===== config.mk =====
export PLATFORM = sky130hd
export DESIGN_NAME = arcade_input_hub
export DESIGN_NICKNAME = d
export VERILOG_FILES = /design/src/rtl/arcade_input_pkg.sv /design/src/rtl/arcade_coin_cond.sv /design/src/rtl/arcade_input_hub.sv
export SDC_FILE = /design/constraint.sdc
export NUM_CORES = 1
export LEC_CHECK = 0
export BUFFER_PORTS_ARGS = -buffer_cell sky130_fd_sc_hd__buf_2
export CAP_MARGIN = 20
export CELL_PAD_IN_SITES_DETAIL_PLACEMENT = 1
export CELL_PAD_IN_SITES_GLOBAL_PLACEMENT = 1
export CORE_MARGIN = 2
export CORE_UTILIZATION = 40
export CTS_CLUSTER_DIAMETER = 80
export CTS_CLUSTER_SIZE = 25
export DETAILED_ROUTE_END_ITERATION = 8
export PLACE_DENSITY = 0.88
export SLEW_MARGIN = 20
export SYNTH_ARGS = -nofsm -noshare
export SYNTH_HDL_FRONTEND = slang
export SYNTH_SLANG_ARGS = --single-unit

===== constraint.sdc =====
create_clock -name clk_sys -period 5.9 [get_ports clk_sys]
set_input_delay 0.295 -clock clk_sys [delete_from_list [all_inputs] [get_ports clk_sys]]
set_output_delay 0.295 -clock clk_sys [all_outputs]
set_load 0.02 [all_outputs]

===== src/rtl/arcade_input_pkg.sv =====
// Shared definitions for the arcade input front-end: control-word bit map, PS/2 scancodes, coin FSM states.
// Latency: none (definitions only).
// Backpressure: not applicable.
package arcade_input_pkg;

   // Per-player control word bit positions
   localparam int CTRL_R     = 0;
   localparam int CTRL_L     = 1;
   localparam int CTRL_D     = 2;
   localparam int CTRL_U     = 3;
   localparam int CTRL_FA    = 4;
   localparam int CTRL_FB    = 5;
   localparam int CTRL_FC    = 6;
   localparam int CTRL_FD    = 7;
   localparam int CTRL_START = 8;
   localparam int CTRL_COIN  = 9;
   localparam int CTRL_W     = 10;

   // Player 0 scancodes
   localparam logic [7:0] SC_P0_U      = 8'h75;
   localparam logic [7:0] SC_P0_D      = 8'h72;
   localparam logic [7:0] SC_P0_L      = 8'h6B;
   localparam logic [7:0] SC_P0_R      = 8'h74;
   localparam logic [7:0] SC_P0_FA     = 8'h14;
   localparam logic [7:0] SC_P0_FB     = 8'h11;
   localparam logic [7:0] SC_P0_FC     = 8'h29;
   localparam logic [7:0] SC_P0_FD     = 8'h12;
   localparam logic [7:0] SC_P0_START  = 8'h05;
   localparam logic [7:0] SC_P0_START2 = 8'h16;
   localparam logic [7:0] SC_P0_COIN   = 8'h2E;

   // Player 1 scancodes
   localparam logic [7:0] SC_P1_U      = 8'h2D;
   localparam logic [7:0] SC_P1_D      = 8'h2B;
   localparam logic [7:0] SC_P1_L      = 8'h23;
   localparam logic [7:0] SC_P1_R      = 8'h34;
   localparam logic [7:0] SC_P1_FA     = 8'h1C;
   localparam logic [7:0] SC_P1_FB     = 8'h1B;
   localparam logic [7:0] SC_P1_FC     = 8'h15;
   localparam logic [7:0] SC_P1_FD     = 8'h1D;
   localparam logic [7:0] SC_P1_START  = 8'h06;
   localparam logic [7:0] SC_P1_START2 = 8'h1E;
   localparam logic [7:0] SC_P1_COIN   = 8'h36;

   // Autofire toggle keys (F3 / F4)
   localparam logic [7:0] SC_AF_P0     = 8'h04;
   localparam logic [7:0] SC_AF_P1     = 8'h0C;

   typedef enum logic [1:0] {IDLE, PULSE, GAP} coin_st_t;

endpackage


===== src/rtl/arcade_coin_cond.sv =====
// Coin conditioner: one fixed-width pulse per coin_in rising edge, followed by a lockout gap.
// Latency: coin_pulse rises one cycle after the edge is seen; high for PULSE_CYC, then GAP_CYC lockout.
// Backpressure: none; edges arriving during pulse or lockout are dropped.
module arcade_coin_cond
   import arcade_input_pkg::*;
#(
   parameter int PULSE_CYC = 250000,
   parameter int GAP_CYC   = 250000
) (
   input  logic clk_sys,
   input  logic reset,
   input  logic coin_in,
   output logic coin_pulse
);

   localparam int MAXC = (PULSE_CYC > GAP_CYC) ? PULSE_CYC : GAP_CYC;
   localparam int CW   = (MAXC > 1) ? $clog2(MAXC) : 1;
   localparam logic [CW-1:0] P_LAST = CW'(PULSE_CYC - 1);
   localparam logic [CW-1:0] G_LAST = CW'(GAP_CYC - 1);

   coin_st_t      st, st_nxt;
   logic [CW-1:0] cnt, cnt_nxt;
   logic          coin_d;

   // State, phase counter and edge-detect history
   always_ff @(posedge clk_sys) begin
      if (reset) begin
         st     <= IDLE;
         cnt    <= '0;
         coin_d <= 1'b0;
      end else begin
         st     <= st_nxt;
         cnt    <= cnt_nxt;
         coin_d <= coin_in;
      end
   end

   // Next state; the pulse is a pure decode of the registered state
   always_comb begin
      st_nxt     = st;
      cnt_nxt    = cnt;
      coin_pulse = 1'b0;
      case (st)
         IDLE: begin
            cnt_nxt = '0;
            if (coin_in && !coin_d) st_nxt = PULSE;
         end
         PULSE: begin
            coin_pulse = 1'b1;
            if (cnt == P_LAST) begin
               st_nxt  = GAP;
               cnt_nxt = '0;
            end else begin
               cnt_nxt = cnt + 1'b1;
            end
         end
         GAP: begin
            if (cnt == G_LAST) begin
               st_nxt  = IDLE;
               cnt_nxt = '0;
            end else begin
               cnt_nxt = cnt + 1'b1;
            end
         end
         default: begin
            st_nxt  = IDLE;
            cnt_nxt = '0;
         end
      endcase
   end

endmodule


===== src/rtl/arcade_input_hub.sv =====
// Arcade input front-end: PS/2 key latches merged with joysticks, coin conditioning, DIP/mod capture. Option: ARCADE_INPUT_AUTOFIRE_EN.
// Latency: ps2 toggle sampled at N -> latch N+1 -> ctrl N+2; joy -> ctrl 1 cycle; mod_onehot 1 cycle after mod_sel.
// Backpressure: none; every input is sampled every clk_sys cycle.
module arcade_input_hub
   import arcade_input_pkg::*;
#(
   parameter int NUM_PLAYERS    = 2,
   parameter int NUM_DIP_BANKS  = 8,
   parameter int NUM_MODS       = 4,
   parameter int DIP_INDEX      = 254,
   parameter int MOD_INDEX      = 1,
   parameter int COIN_PULSE_CYC = 250000,
   parameter int COIN_GAP_CYC   = 250000,
   parameter int AUTOFIRE_HALF  = 1250000
) (
   input  logic                          clk_sys,
   input  logic                          reset,
   input  logic [10:0]                   ps2_key,
   input  logic [16*NUM_PLAYERS-1:0]     joy,
   input  logic                          joy_merge,
   input  logic                          ioctl_wr,
   input  logic [7:0]                    ioctl_index,
   input  logic [24:0]                   ioctl_addr,
   input  logic [7:0]                    ioctl_dout,
   output logic [CTRL_W*NUM_PLAYERS-1:0] ctrl,
   output logic [NUM_PLAYERS-1:0]        coin_pulse,
   output logic [8*NUM_DIP_BANKS-1:0]    dip,
   output logic [7:0]                    mod_sel,
   output logic [NUM_MODS-1:0]           mod_onehot,
   output logic [NUM_PLAYERS-1:0]        autofire_on
);

   logic [9:0]        key_q;      // {toggle, pressed, code}
   logic              tog_d;
   logic              key_evt;
   logic [CTRL_W-1:0] key_p0, key_p1;
   logic [CTRL_W-1:0] joy_c [NUM_PLAYERS];
   logic [CTRL_W-1:0] joy_or;
   logic [CTRL_W-1:0] held  [NUM_PLAYERS];
   logic [NUM_PLAYERS-1:0] fa_out;
   logic              unused_inputs;

   // The extended-key flag is not part of any mapping
   assign unused_inputs = ^{ps2_key[8], joy};

   // Register the key word; toggle copy reloads on reset so no stale event follows it
   always_ff @(posedge clk_sys) begin
      key_q <= {ps2_key[10:9], ps2_key[7:0]};
      if (reset) tog_d <= ps2_key[10];
      else       tog_d <= key_q[9];
   end

   assign key_evt = (key_q[9] != tog_d);

   // Per-player key latches follow the pressed flag of each recognised code
   always_ff @(posedge clk_sys) begin
      if (reset) begin
         key_p0 <= '0;
         key_p1 <= '0;
      end else if (key_evt) begin
         case (key_q[7:0])
            SC_P0_R:                    key_p0[CTRL_R]     <= key_q[8];
            SC_P0_L:                    key_p0[CTRL_L]     <= key_q[8];
            SC_P0_D:                    key_p0[CTRL_D]     <= key_q[8];
            SC_P0_U:                    key_p0[CTRL_U]     <= key_q[8];
            SC_P0_FA:                   key_p0[CTRL_FA]    <= key_q[8];
            SC_P0_FB:                   key_p0[CTRL_FB]    <= key_q[8];
            SC_P0_FC:                   key_p0[CTRL_FC]    <= key_q[8];
            SC_P0_FD:                   key_p0[CTRL_FD]    <= key_q[8];
            SC_P0_START, SC_P0_START2:  key_p0[CTRL_START] <= key_q[8];
            SC_P0_COIN:                 key_p0[CTRL_COIN]  <= key_q[8];
            SC_P1_R:                    key_p1[CTRL_R]     <= key_q[8];
            SC_P1_L:                    key_p1[CTRL_L]     <= key_q[8];
            SC_P1_D:                    key_p1[CTRL_D]     <= key_q[8];
            SC_P1_U:                    key_p1[CTRL_U]     <= key_q[8];
            SC_P1_FA:                   key_p1[CTRL_FA]    <= key_q[8];
            SC_P1_FB:                   key_p1[CTRL_FB]    <= key_q[8];
            SC_P1_FC:                   key_p1[CTRL_FC]    <= key_q[8];
            SC_P1_FD:                   key_p1[CTRL_FD]    <= key_q[8];
            SC_P1_START, SC_P1_START2:  key_p1[CTRL_START] <= key_q[8];
            SC_P1_COIN:                 key_p1[CTRL_COIN]  <= key_q[8];
            default: ;
         endcase
      end
   end

   // Joystick remap to the control layout (coin lives at joy bit 10) and key/joy merge
   always_comb begin
      joy_or = '0;
      for (int p = 0; p < NUM_PLAYERS; p++) begin
         joy_c[p] = {joy[16*p+10], joy[16*p +: 9]};
         joy_or   = joy_or | joy_c[p];
      end
      for (int p = 0; p < NUM_PLAYERS; p++) begin
         held[p] = (p == 0) ? key_p0 : (p == 1) ? key_p1 : '0;
         if (!joy_merge)  held[p] = held[p] | joy_c[p];
         else if (p == 0) held[p] = held[p] | joy_or;
      end
   end

`ifdef ARCADE_INPUT_AUTOFIRE_EN
   localparam int AF_CW = (AUTOFIRE_HALF > 1) ? $clog2(AUTOFIRE_HALF) : 1;
   localparam logic [AF_CW-1:0] AF_LAST = AF_CW'(AUTOFIRE_HALF - 1);

   logic [NUM_PLAYERS-1:0] af_on, fa_d, af_ph, af_ph_nxt, af_press, af_cur_ph;
   logic [AF_CW-1:0]       af_cnt [NUM_PLAYERS];
   logic [AF_CW-1:0]       af_cnt_nxt [NUM_PLAYERS];
   logic [AF_CW-1:0]       af_cur_cnt [NUM_PLAYERS];

   // F3/F4 presses flip the per-player autofire enable
   always_ff @(posedge clk_sys) begin
      if (reset) begin
         af_on <= '0;
      end else if (key_evt && key_q[8]) begin
         for (int p = 0; p < NUM_PLAYERS; p++)
            if (p < 2 && key_q[7:0] == ((p == 0) ? SC_AF_P0 : SC_AF_P1))
               af_on[p] <= ~af_on[p];
      end
   end

   // Square wave per player; a fresh fireA press restarts it at the start of the high half
   always_comb begin
      for (int p = 0; p < NUM_PLAYERS; p++) begin
         af_press[p]   = held[p][CTRL_FA] & ~fa_d[p];
         af_cur_ph[p]  = af_press[p] | af_ph[p];
         af_cur_cnt[p] = af_press[p] ? '0 : af_cnt[p];
         fa_out[p]     = held[p][CTRL_FA] & (~af_on[p] | af_cur_ph[p]);
         if (af_cur_cnt[p] == AF_LAST) begin
            af_cnt_nxt[p] = '0;
            af_ph_nxt[p]  = ~af_cur_ph[p];
         end else begin
            af_cnt_nxt[p] = af_cur_cnt[p] + 1'b1;
            af_ph_nxt[p]  = af_cur_ph[p];
         end
      end
   end

   // Wave phase state and fireA press history
   always_ff @(posedge clk_sys) begin
      if (reset) begin
         fa_d  <= '0;
         af_ph <= '0;
         for (int p = 0; p < NUM_PLAYERS; p++) af_cnt[p] <= '0;
      end else begin
         for (int p = 0; p < NUM_PLAYERS; p++) begin
            fa_d[p]   <= held[p][CTRL_FA];
            af_ph[p]  <= af_ph_nxt[p];
            af_cnt[p] <= af_cnt_nxt[p];
         end
      end
   end

   assign autofire_on = af_on;
`else
   localparam int AF_HALF_UNUSED = AUTOFIRE_HALF;

   // Without autofire, fireA is the plain held state
   always_comb begin
      for (int p = 0; p < NUM_PLAYERS; p++) fa_out[p] = held[p][CTRL_FA];
   end

   assign autofire_on = '0;
`endif

   // Registered control words
   always_ff @(posedge clk_sys) begin
      if (reset) begin
         ctrl <= '0;
      end else begin
         for (int p = 0; p < NUM_PLAYERS; p++)
            ctrl[CTRL_W*p +: CTRL_W] <= {held[p][CTRL_W-1:CTRL_FB], fa_out[p], held[p][CTRL_U:CTRL_R]};
      end
   end

   for (genvar p = 0; p < NUM_PLAYERS; p++) begin : g_coin
      arcade_coin_cond #(
         .PULSE_CYC (COIN_PULSE_CYC),
         .GAP_CYC   (COIN_GAP_CYC)
      ) u_coin (
         .clk_sys    (clk_sys),
         .reset      (reset),
         .coin_in    (ctrl[CTRL_W*p + CTRL_COIN]),
         .coin_pulse (coin_pulse[p])
      );
   end

   // DIP and mod capture; no reset so values survive the reset held during ROM download
   always_ff @(posedge clk_sys) begin
      if (ioctl_wr && ioctl_index == 8'(DIP_INDEX)) begin
         for (int b = 0; b < NUM_DIP_BANKS; b++)
            if (ioctl_addr == 25'(b)) dip[8*b +: 8] <= ioctl_dout;
      end
      if (ioctl_wr && ioctl_index == 8'(MOD_INDEX)) mod_sel <= ioctl_dout;
      for (int i = 0; i < NUM_MODS; i++) mod_onehot[i] <= (mod_sel == 8'(i));
   end

endmodule

==> results of run 1 <==
-- registers in the layout (all words and copies together), names as in the netlist --
register and cells:
g_coin.u_coin.st 4, mod_onehot 4, mod_sel 8, key_p1 10, key_q 10, tog_d 1
g_coin.u_coin.cnt 36, ctrl 20, g_coin.u_coin.coin_d 2, key_p0 10, dip 64
-- cell families (layout without fill, tap and decap cells) --
group                      count (synthesis)  count (layout)  share of synthesized area, %
muxes                                     12              12                          1.91
other                                      1               2                        0.0585
DFF                                      169             169                          64.0
and+or+nand+nor                          231             231                          20.4
buffers and inverters                     38             230                          2.62
xor gates and xnor gates                  25              25                          3.42
AOI/OAI and AO/OA                         62              62                          6.03
adders and majority gates                  8               8                          1.56
-- report_power, final --
part           switching, mW  total [mW]  internal [mW]  leakage (nW)
logic                 0.0939       0.152         0.0577          1.47
registers             0.0166        1.25           1.23          1.44
clock network          0.481        1.11          0.630         0.272
total                  0.591        2.51           1.92          3.18
-- timing repair --
| action | in CTS | in global routing |
|---|---|---|
| endpoints found under the hold margin | 10 | 0 |
| setup buffers | 0 | 0 |
| endpoints found under the setup margin | 0 | 0 |
| hold buffers | 10 | 0 |
-- critical path: stages --
cell	delay [ns]
buf_2	0.11
nor4b_1	0.33
nand4_1	0.19
or4_1	0.71
nor4bb_4	0.78
-- final cells by class --
type | count | area share (%)
multi-input combinational | 340 | 26.9
clock inverter | 15 | 2.00
inverter | 14 | 0.641
timing repair buffer | 184 | 11.9
sequential | 169 | 50.0
clock buffer | 17 | 5.19
tap | 216 | 3.29
-- cell usage in the layout, fill, tap and decap left out, types with 4 or more instances in the layout --
cell	netlist	routed
nor2b_1	7	7
nand4_1	26	26
nor4bb_1	6	4
nor4_1	14	13
xnor2_1	12	12
edfxtp_1	72	72
nand2_1	20	20
a211oi_1	11	11
nor3_1	13	13
o21ai_0	14	14
mux2i_1	10	10
and3_1	10	10
a21oi_1	21	21
clkinvlp_4	0	6
buf_2	2	172
nand3_1	27	27
dfxtp_1	97	97
clkbuf_16	0	17
xor2_1	13	12
inv_1	13	13
dlygate4sd3_1	0	10
and3b_1	5	5
and4b_1	4	4
nor4b_1	7	5
nor2_1	59	59
ha_1	8	8
or4_1	5	5
-- per-layer routing --
metal | vias up | track usage, %
met5 | - | 0
met4 | 0 | 10.1
met3 | 47 | 4.56
met2 | 159 | 38.8
met1 | 2516 | 24.5
li1 | 2382 | -
-- worst max-delay path by stage --
stage,start,endpoint,cells past startpoint
global placement,ioctl_addr[11],dip[58],5
CTS,ioctl_addr[11],dip[45],5
floorplan,ioctl_addr[11],dip[40],4
global route,ioctl_addr[16],dip[26],5
finish,ioctl_addr[11],dip[58],5
detailed placement,ioctl_addr[11],dip[40],5
==> impl_results.md, run 1 <==
- Area Overhead vs Synth: 28.0%
- Initial antenna violation count: 0
- Post-route ant nets: 0
- Worst EP arrival: 2.41 ns
- Total gr overflow: 0
- Routability Congestion: about 0.95
- Fin util: a little over half
- RSZ-0062 raised after global routing: false
- Final Setup Violations: 0
- Crit end category: flop
- CTS clk-pin slew, worst paths: approximately 0.060 ns
- Worst-case hold path end point: ctrl[9]
- Final hold violation count: 0
- # IOs: 188
- CP startpoint kind: primary input
- Total GRT Usage: approximately 22%
- CTS tree: done
- Max FO, Critical Path: 8
- Design area: between 8000 and 9000 um^2
- Outcome: finished, final reports clean
- Worst R2R Setup Slack: around 3.7 ns
- Largest net degree at the start of global routing: 35
- Routed len/inst: between 15 and 20 um
- Share of flip-flops with an asynchronous set or reset: 0%
- Filler Cell Count: around 1,800
- Crit Reg-Reg Endpoint: g_coin[0].u_coin.cnt[11]
- Port Buffers: ~170
- Number of synthesized register bits: roughly 170
- Num CTS Buffers: 17
- Root buf cell: clkbuf_16
- Worst Setup Slack, final: 3.55 ns
- CTS resizes: 0
- R2r worst-path depth: 5
- Total power draw: between 2 and 3 mW
- Leak Pwr: ~3.2 nW
- Dpl ws: approximately 2.8 ns
- Placed cell areas: 7490 um^2
- Area taken by flip-flops and latches: 4100 um^2
- Hold Startpoint: joy[10]
- Die Y: 131 um
- DIE WIDTH: approximately 130 um
- CTS H-tree lvls: 4
- Detailed Routing Iterations Pass 1: 4
- Most common flop cell mapped by yosys: dfxtp_1
- Crit Path Category: primary input to flop
- Detailed router's first-iteration violation count: roughly 250
- Wl on met1: around 7200 um
- Final non-filler cell total: 955
- Sequential cell area fraction in the yosys report: between 60% and 70%
- Power density cells: 306 nW/um^2
- Detailed route wirelength on metal3: between 700 and 800 um
- Hold crit path type: primary input to flop
- Multi-input gate area: about 2200 um^2
- Post-synth top area cell: edfxtp_1
- Die area: 17,100 um^2
- Detailed-route via count: about 5,100
- Clk_skew: around 0.012 ns
- Ranking of synthesized cells by area: edfxtp_1, dfxtp_1, nor2_1
- Vias/cell: about 5.3
- Maximum clock rate: ~430 MHz
- Number of synthesized flops with an enable pin: 72
- Routed length on met2: between 9000 and 10,000 um
- HPWL Detailed: about 13,000 um
- Layout cells sized above 1: between 30% and 40%
- Fin crit period: about 2.3 ns
- Worst-Margin Slew: roughly 1.1 ns
- Initial Util: between 40% and 50%
- Vias in the first global route: about 5,400
- Max Slew Vio Count: 0
- Synth Instances: 546
- Max layer used: met4
- R2R Path Start: g_coin[0].u_coin.cnt[0]
- Post-Route WL: between 15,000 and 20,000 um
- Clock latency at the later pin of the worst-skew pair: around 0.44 ns
- Final period utilization: 39.8%
- Core ar.: between 15,000 and 20,000 um^2
- CTS sink cnt: between 150 and 200
- Count leader, synth: dfxtp_1
- Final #Nets: 822
- Num rows: 46
- Post-synth top cells: dfxtp_1, edfxtp_1, nor2_1
- Maximum VDD drop: approximately 0.22 mV
- Hold Path Depth: 3
- First-pass GRT wire length: ~28,000 um
- CP required: around 6.0 ns
- Area share of the largest cell type after synthesis: 33.7%
- Avg Cell Area, Syn: around 12 um^2
- Worst rel slew slack: between 20% and 30%
- Max Buffers Root-to-Sink: 2
- Min Hold Slack: 0.0967 ns
- Setup TNS: 0 ns
- Max_cap viols: 0
- Yosys warning count: 0
- # DRC: 0
- Syn Std Cell Area: 6410 um^2
- Yosys cell types: 54
- Post-Place Cells: 913
- ANT cells: 0
(Power assumes the default switching activity.)
==> inputs of run 2 (changes only) <==
==> constraint.sdc (replaced) <==
create_clock -name clk_sys -period 2.5 [get_ports clk_sys]
set_input_delay 0.125 -clock clk_sys [delete_from_list [all_inputs] [get_ports clk_sys]]
set_output_delay 0.125 -clock clk_sys [all_outputs]
set_load 0.02 [all_outputs]
==> impl_results.md, run 2 (synthesis results as in run 1) <==
- Worst R2R Setup Slack: 0.35 ns (-3.34 ns)
- Post-route ant nets: 0 (unchanged)
- Area Overhead vs Synth: 32.9%
- Hold Startpoint: ioctl_dout[1]
- Hold crit path type: primary input to flop
- Core ar.: 15,800 um^2 (unchanged)
- CTS clk-pin slew, worst paths: 0.07 ns (about the same)
- Final hold violation count: 0 (unchanged)
- Clk_skew: 0.0114 ns (-0.000595 ns)
- Outcome: finished, final reports clean
- Fin crit period: about 2.1 ns
- Dpl ws: 0.180 ns (-2.66 ns)
- Max Buffers Root-to-Sink: 2 (unchanged)
- Vias in the first global route: 5,828 (+8.8%)
- Layout cells sized above 1: 30.4% (-0.34 points)
- CTS tree: done
- Final #Nets: 860 (+4.6%)
- Vias/cell: 5.43 (+1.7%)
- Routability Congestion: 0.952 (+0.56%)
- Filler Cell Count: 1,750 (-0.91%)
- Critical Path Max Stage Delay: 0.53 ns (-0.25 ns)
- Min Hold Slack: 0.0121 ns (-0.0846 ns)
- CTS resizes: 0 (unchanged)
- WP buf/inv: 0 (-1)
- Worst rel slew slack: 55.0% (+26 points)
- Port Buffers: 172 (unchanged)
- Power density cells: 700 nW/um^2 (+130%)
- Detailed-route via count: 5,406 (+5.9%)
- Largest net degree at the start of global routing: 34 (-2.9%)
- CP delay by family, top: simple AND/OR/NAND/NOR gates
- Max FO, Critical Path: 7 (-1)
- CP startpoint kind: flop
- Clock latency at the later pin of the worst-skew pair: 0.44 ns (about the same)
- Die Y: 131 um (unchanged)
- Initial antenna violation count: 1 (+1)
- Total GRT Usage: 24.3% (+2.7 points)
- Worst EP arrival: 2.52 ns (+0.11 ns)
- Post-CTS Hold Fix Bufs: 38 (+28)
- Max Slew Vio Count: 0 (unchanged)
- Die area: 17,100 um^2 (unchanged)
- Detailed Routing Iterations Pass 1: 4 (unchanged)
- Max_cap viols: 0 (unchanged)
- Final period utilization: a little under nine tenths
- Most frequent cells in the layout: buf_2, dfxtp_1, edfxtp_1
- HPWL Detailed: 13,500 um (+1.5%)
- # DRC: 0 (unchanged)
- CTS sink cnt: 169 (unchanged)
- CTS H-tree lvls: 4 (unchanged)
- Routed len/inst: 20.6 um (+7.9%)
- Num CTS Buffers: 17 (unchanged)
- Worst path slowest cell: nor4_1
- R2r worst-path depth: 5 (unchanged)
- Largest regs: dip: 64 flops, g_coin.u_coin.cnt: 36 flops, ctrl: 20 flops
- Worst Setup Slack, final: 0.350 ns (-3.20 ns)
- R2R Path Start: g_coin[0].u_coin.cnt[0]
- Worst-case hold path end point: dip[33]
- Largest register by flop count: dip
- Crit Reg-Reg Endpoint: g_coin[0].u_coin.cnt[16]
- Setup TNS: 0 ns (unchanged)
- CP required: 2.87 ns (-3.09 ns)
- Crit end category: flop
- Detailed router's first-iteration violation count: 257 (+2.4%)
- Hold Path Depth: 1 (-2)
- Final Setup Violations: 0 (unchanged)
- Commonest non-fill, non-tap cell in the layout: buf_2
- Total gr overflow: 0 (unchanged)
- Worst setup path startpoint: g_coin[0].u_coin.cnt[0]
- CP Cell Sequence: ha_1, nand3_1, nor4_1, or3b_2, a21oi_1
- Worst-Margin Slew: 0.666 ns (-0.397 ns)
- Crit Path Category: flop to flop
- Post-Route WL: 20,500 um (+12%)
- First-pass GRT wire length: 31,100 um (+12%)
- DIE WIDTH: 131 um (unchanged)
- Initial Util: 40.6% (unchanged)
- Post-CTS Setup Inserts: 0 (unchanged)
- RSZ-0062 raised after global routing: false
- Leak Pwr: 3.33 nW (+4.8%)
- # IOs: 188 (unchanged)
- Maximum clock rate: 465 MHz
- Num rows: 46 (unchanged)
- Max reg flops: 64 (unchanged)
- Maximum VDD drop: 0.574 mV (+160%)
- Root buf cell: clkbuf_16
- Area taken by flip-flops and latches: 4100 um^2 (unchanged)
- Multi-input gate area: 2170 um^2 (-1.5%)
## run 2: changes by cell type in the layout (fill, tap and decap cells not counted), moves of 3 or more
cell           previous run  this run
buf_4                     1        12
clkinv_4                  0         4
clkinvlp_4                6         3
dlygate4sd3_1            10        38
## run 2: final cells by class
cell class / instances / share of cell area (%)
Timing Repair Buffer: 222 / 15.6
Antenna cell: 2 / 0.0587
Inverter: 14 / 0.617
Clock inverter: 15 / 1.86
Clock buffer: 17 / 4.99
Tap cell: 216 / 3.17
Multi-Input combinational cell: 340 / 25.5
Sequential cell: 169 / 48.2
## run 2: worst reg2reg max path: cells and delay by family, from the launching register on
family	cells	cell delay [ns]
flops	1	0.40
simple gates	3	1.29
fa+ha+maj	1	0.24
compound gates	1	0.15
## run 2: through the flow
step                      util [%]  area [um^2]  std cells  power [mW]
after floorplan                  -         6410        547        3.19
after global placement        47.9         7550        923        3.32
after detailed placement      47.9         7550        923        3.35
after CTS                     54.0         8520        993        5.98
after global routing          54.0         8520        994        6.14
final                         54.0         8520        995        5.96
## run 2: power breakdown
group | internal, mW | switching, mW | total [mW]
clock network | 1.41 | 1.19 | 2.61
registers | 2.91 | 0.0387 | 2.95
logic | 0.171 | 0.236 | 0.407
## run 2: worst max-delay path by stage
stage / to / slack (ns) / cells past startpoint
finish: g_coin[0].u_coin.cnt[16] / 0.35 / 5
global route: g_coin[0].u_coin.cnt[16] / 0.17 / 5
CTS: g_coin[0].u_coin.cnt[16] / 0.39 / 5
detailed placement: dip[0] / 0.18 / 5
global placement: dip[58] / 0.39 / 6
floorplan: dip[40] / 0.03 / 4
## run 2: per-layer routing
layer  vias to the layer above  track usage (%)  part of all wire [%]  wire length (um)
li1                       2465                -                     -                 -
met4                         0             13.1                   4.6               939
met5                         -                0                     0                 0
met1                      2680             25.4                    36              7450
met2                       188             44.7                    54             11000
met3                        73             6.11                   5.3              1080
==> inputs of run 3 (changes only) <==
--- a/config.mk
+++ b/config.mk
@@ -5,7 +5,7 @@
 export SDC_FILE = /design/constraint.sdc
 export NUM_CORES = 1
 export LEC_CHECK = 0
-export BUFFER_PORTS_ARGS = -buffer_cell sky130_fd_sc_hd__buf_2
+export BUFFER_PORTS_ARGS = -buffer_cell sky130_fd_sc_hd__clkbuf_2
 export CAP_MARGIN = 20
 export CELL_PAD_IN_SITES_DETAIL_PLACEMENT = 1
 export CELL_PAD_IN_SITES_GLOBAL_PLACEMENT = 1
==> impl_results.md, run 3 (synthesis results as in run 1) <==
- Final #Nets: 859 (-0.12%)
- Switching Power: 1.48 mW (+1.0%)
- Die Y: 131 um (unchanged)
- Vias in the first global route: 5,902 (+1.3%)
- Area Overhead vs Synth: 33.0% (about the same)
- Critical Path Max Stage Delay: 0.48 ns (-0.05 ns)
- Commonest non-fill, non-tap cell in the layout: clkbuf_2
- Detailed router's first-iteration violation count: 451 (+75%)
- Placed cell areas: 7570 um^2 (+0.30%)
- Final period utilization: 82.5% (-3.5 points)
- Die area: 17,100 um^2 (unchanged)
- Gate power share: 6.7% (about the same)
- First-pass GRT wire length: 31,400 um (+1.0%)
- Power density cells: 713 nW/um^2 (+1.9%)
- CTS clk-pin slew, worst paths: 0.07 ns (about the same)
- Initial Util: 40.6% (unchanged)
- CTS sink cnt: 169 (unchanged)
- Internal power: 4.60 mW (+2.3%)
- Initial antenna violation count: 1 (unchanged)
- Max reg flops: 64 (unchanged)
- Clock latency at the later pin of the worst-skew pair: 0.43 ns (about the same)
- WP buf/inv: 0 (unchanged)
- Post-route ant nets: 0 (unchanged)
- Outcome: finished, final reports clean
- Setup TNS: 0 ns (unchanged)
- Post-CTS Setup Inserts: 0 (unchanged)
- Core ar.: 15,800 um^2 (unchanged)
- Post-Route WL: 20,700 um (+1.1%)
- Worst rel slew slack: 60.5% (+5.5 points)
- Num rows: 46 (unchanged)
- DIE WIDTH: 131 um (unchanged)
- Layout cells sized above 1: 30.8% (+0.43 points)
- Leak Pwr: 3.35 nW (+0.66%)
- Clk pwr share: 44.8% (+1.1 points)
- CP Cell Sequence: ha_1, nand3_1, nor4_1, or3b_2, a21oi_1
- Clk_skew: 0.00761 ns (-0.00374 ns)
- Detailed Routing Iterations Pass 1: 4 (unchanged)
- Worst EP arrival: 2.41 ns (-0.11 ns)
- Max Buffers Root-to-Sink: 2 (unchanged)
- Net Sw Frac: 24.4% (-0.23 points)
- Crit end category: flop
- Fin util: 54.1% (about the same)
- Crit Path Category: flop to flop
- Worst path slowest cell: or3b_2
- Routed len/inst: 20.8 um (+1.3%)
- Final hold violation count: 0 (unchanged)
- CP startpoint kind: flop
- Largest regs: dip: 64 flops, g_coin.u_coin.cnt: 36 flops, ctrl: 20 flops
- Final non-filler cell total: 993 (-0.20%)
- Max Slew Vio Count: 0 (unchanged)
- Most frequent cells in the layout: clkbuf_2, dfxtp_1, edfxtp_1
- Maximum VDD drop: 0.492 mV (-14%)
- Worst-Margin Slew: 0.585 ns (-0.0811 ns)
- Final Setup Violations: 0 (unchanged)
- CTS H-tree lvls: 4 (unchanged)
- CP delay by family, top: simple AND/OR/NAND/NOR gates
- Design area: 8530 um^2 (about the same)
- Max FO, Critical Path: 7 (unchanged)
- Sequential share of power: 48.5% (-1.0 points)
- Post-CTS Hold Fix Bufs: 34 (-11%)
- Worst Setup Slack, final: 0.438 ns (+0.0877 ns)
- Vias/cell: 5.47 (+0.68%)
- Maximum clock rate: 485 MHz (+4.3%)
- Detailed-route via count: 5,432 (+0.48%)
- CTS resizes: 0 (unchanged)
- Fin crit period: 2.06 ns (-0.0877 ns)
- Routability Congestion: 0.944 (-0.83%)
- Max_cap viols: 0 (unchanged)
- HPWL Detailed: 13,600 um (+0.99%)
- Dpl ws: 0.205 ns (+0.0249 ns)
- # IOs: 188 (unchanged)
- GR peak layer: met2
- Total GRT Usage: 24.6% (+0.35 points)
- Hold crit path type: primary input to flop
- Largest net degree at the start of global routing: 34 (unchanged)
- Port Buffers: 172 (unchanged)
- Met3 usage: 5.37% (-0.73 points)
- Total power draw: 6.08 mW (+2.0%)
- CTS tree: done
- Met1 Use GR: 25.7% (+0.31 points)
- Met2 Use GR: 45.6% (+0.95 points)
- Post-Place Cells: 926 (+0.33%)
- Num CTS Buffers: 17 (unchanged)
- Root buf cell: clkbuf_16
- RSZ-0062 raised after global routing: false
- Largest register by flop count: dip
- CP required: 2.85 ns (-0.02 ns)
- # DRC: 0 (unchanged)
- Total gr overflow: 0 (unchanged)
- Min Hold Slack: 0.0158 ns (+0.00372 ns)
[run 3: cell count changes in the layout (fill, tap and decap cells not counted), sizes merged]
cell / previous run / this run
bufinv: 1 / 2
clkinv: 5 / 3
dlygate4sd3: 38 / 34
clkinvlp: 3 / 4
buf: 184 / 15
diode: 2 / 1
clkbuf: 17 / 189
[run 3: final cells by class]
class | count | area [um^2]
Clock buffer | 17 | 425
Timing Repair Buffer | 221 | 1310
Sequential cell | 169 | 4100
Multi-Input combinational cell | 340 | 2170
Fill cell | 1750 | 7240
Tap cell | 216 | 270
Inverter | 14 | 52.6
Antenna cell | 1 | 2.50
Clock inverter | 15 | 184
[run 3: path summary, 6_finish.rpt]
check / from / to / slack (ns) / cells past startpoint
min: joy[19] / ctrl[13] / 0.02 / 3
max: g_coin[0].u_coin.cnt[0] / g_coin[0].u_coin.cnt[16] / 0.44 / 5
max reg2reg: g_coin[0].u_coin.cnt[0] / g_coin[0].u_coin.cnt[16] / 0.44 / 5
min reg2reg: g_coin[0].u_coin.cnt[0] / g_coin[0].u_coin.cnt[0] / 0.48 / 1
[run 3: worst min-delay path: cells and delay by family]
kind	cells	cell delay, ns
compound gates	1	0.07
buf+inv	1	0.10
simple gates	1	0.11
[run 3: routing by layer]
layer | part of all wire, % | wire length, um
met5 | 0.058 | 12
met4 | 4.4 | 903
met3 | 4.7 | 968
met2 | 54 | 11200
met1 | 37 | 7640
[run 3: power by group through the flow]
stage	registers, mW	clock network [mW]	logic [mW]
CTS	2.95	2.73	0.397
finish	2.95	2.72	0.408
detailed placement	3.01	0	0.347
global placement	3.01	0	0.321
floorplan	3.01	0	0.179
global route	2.96	2.85	0.439
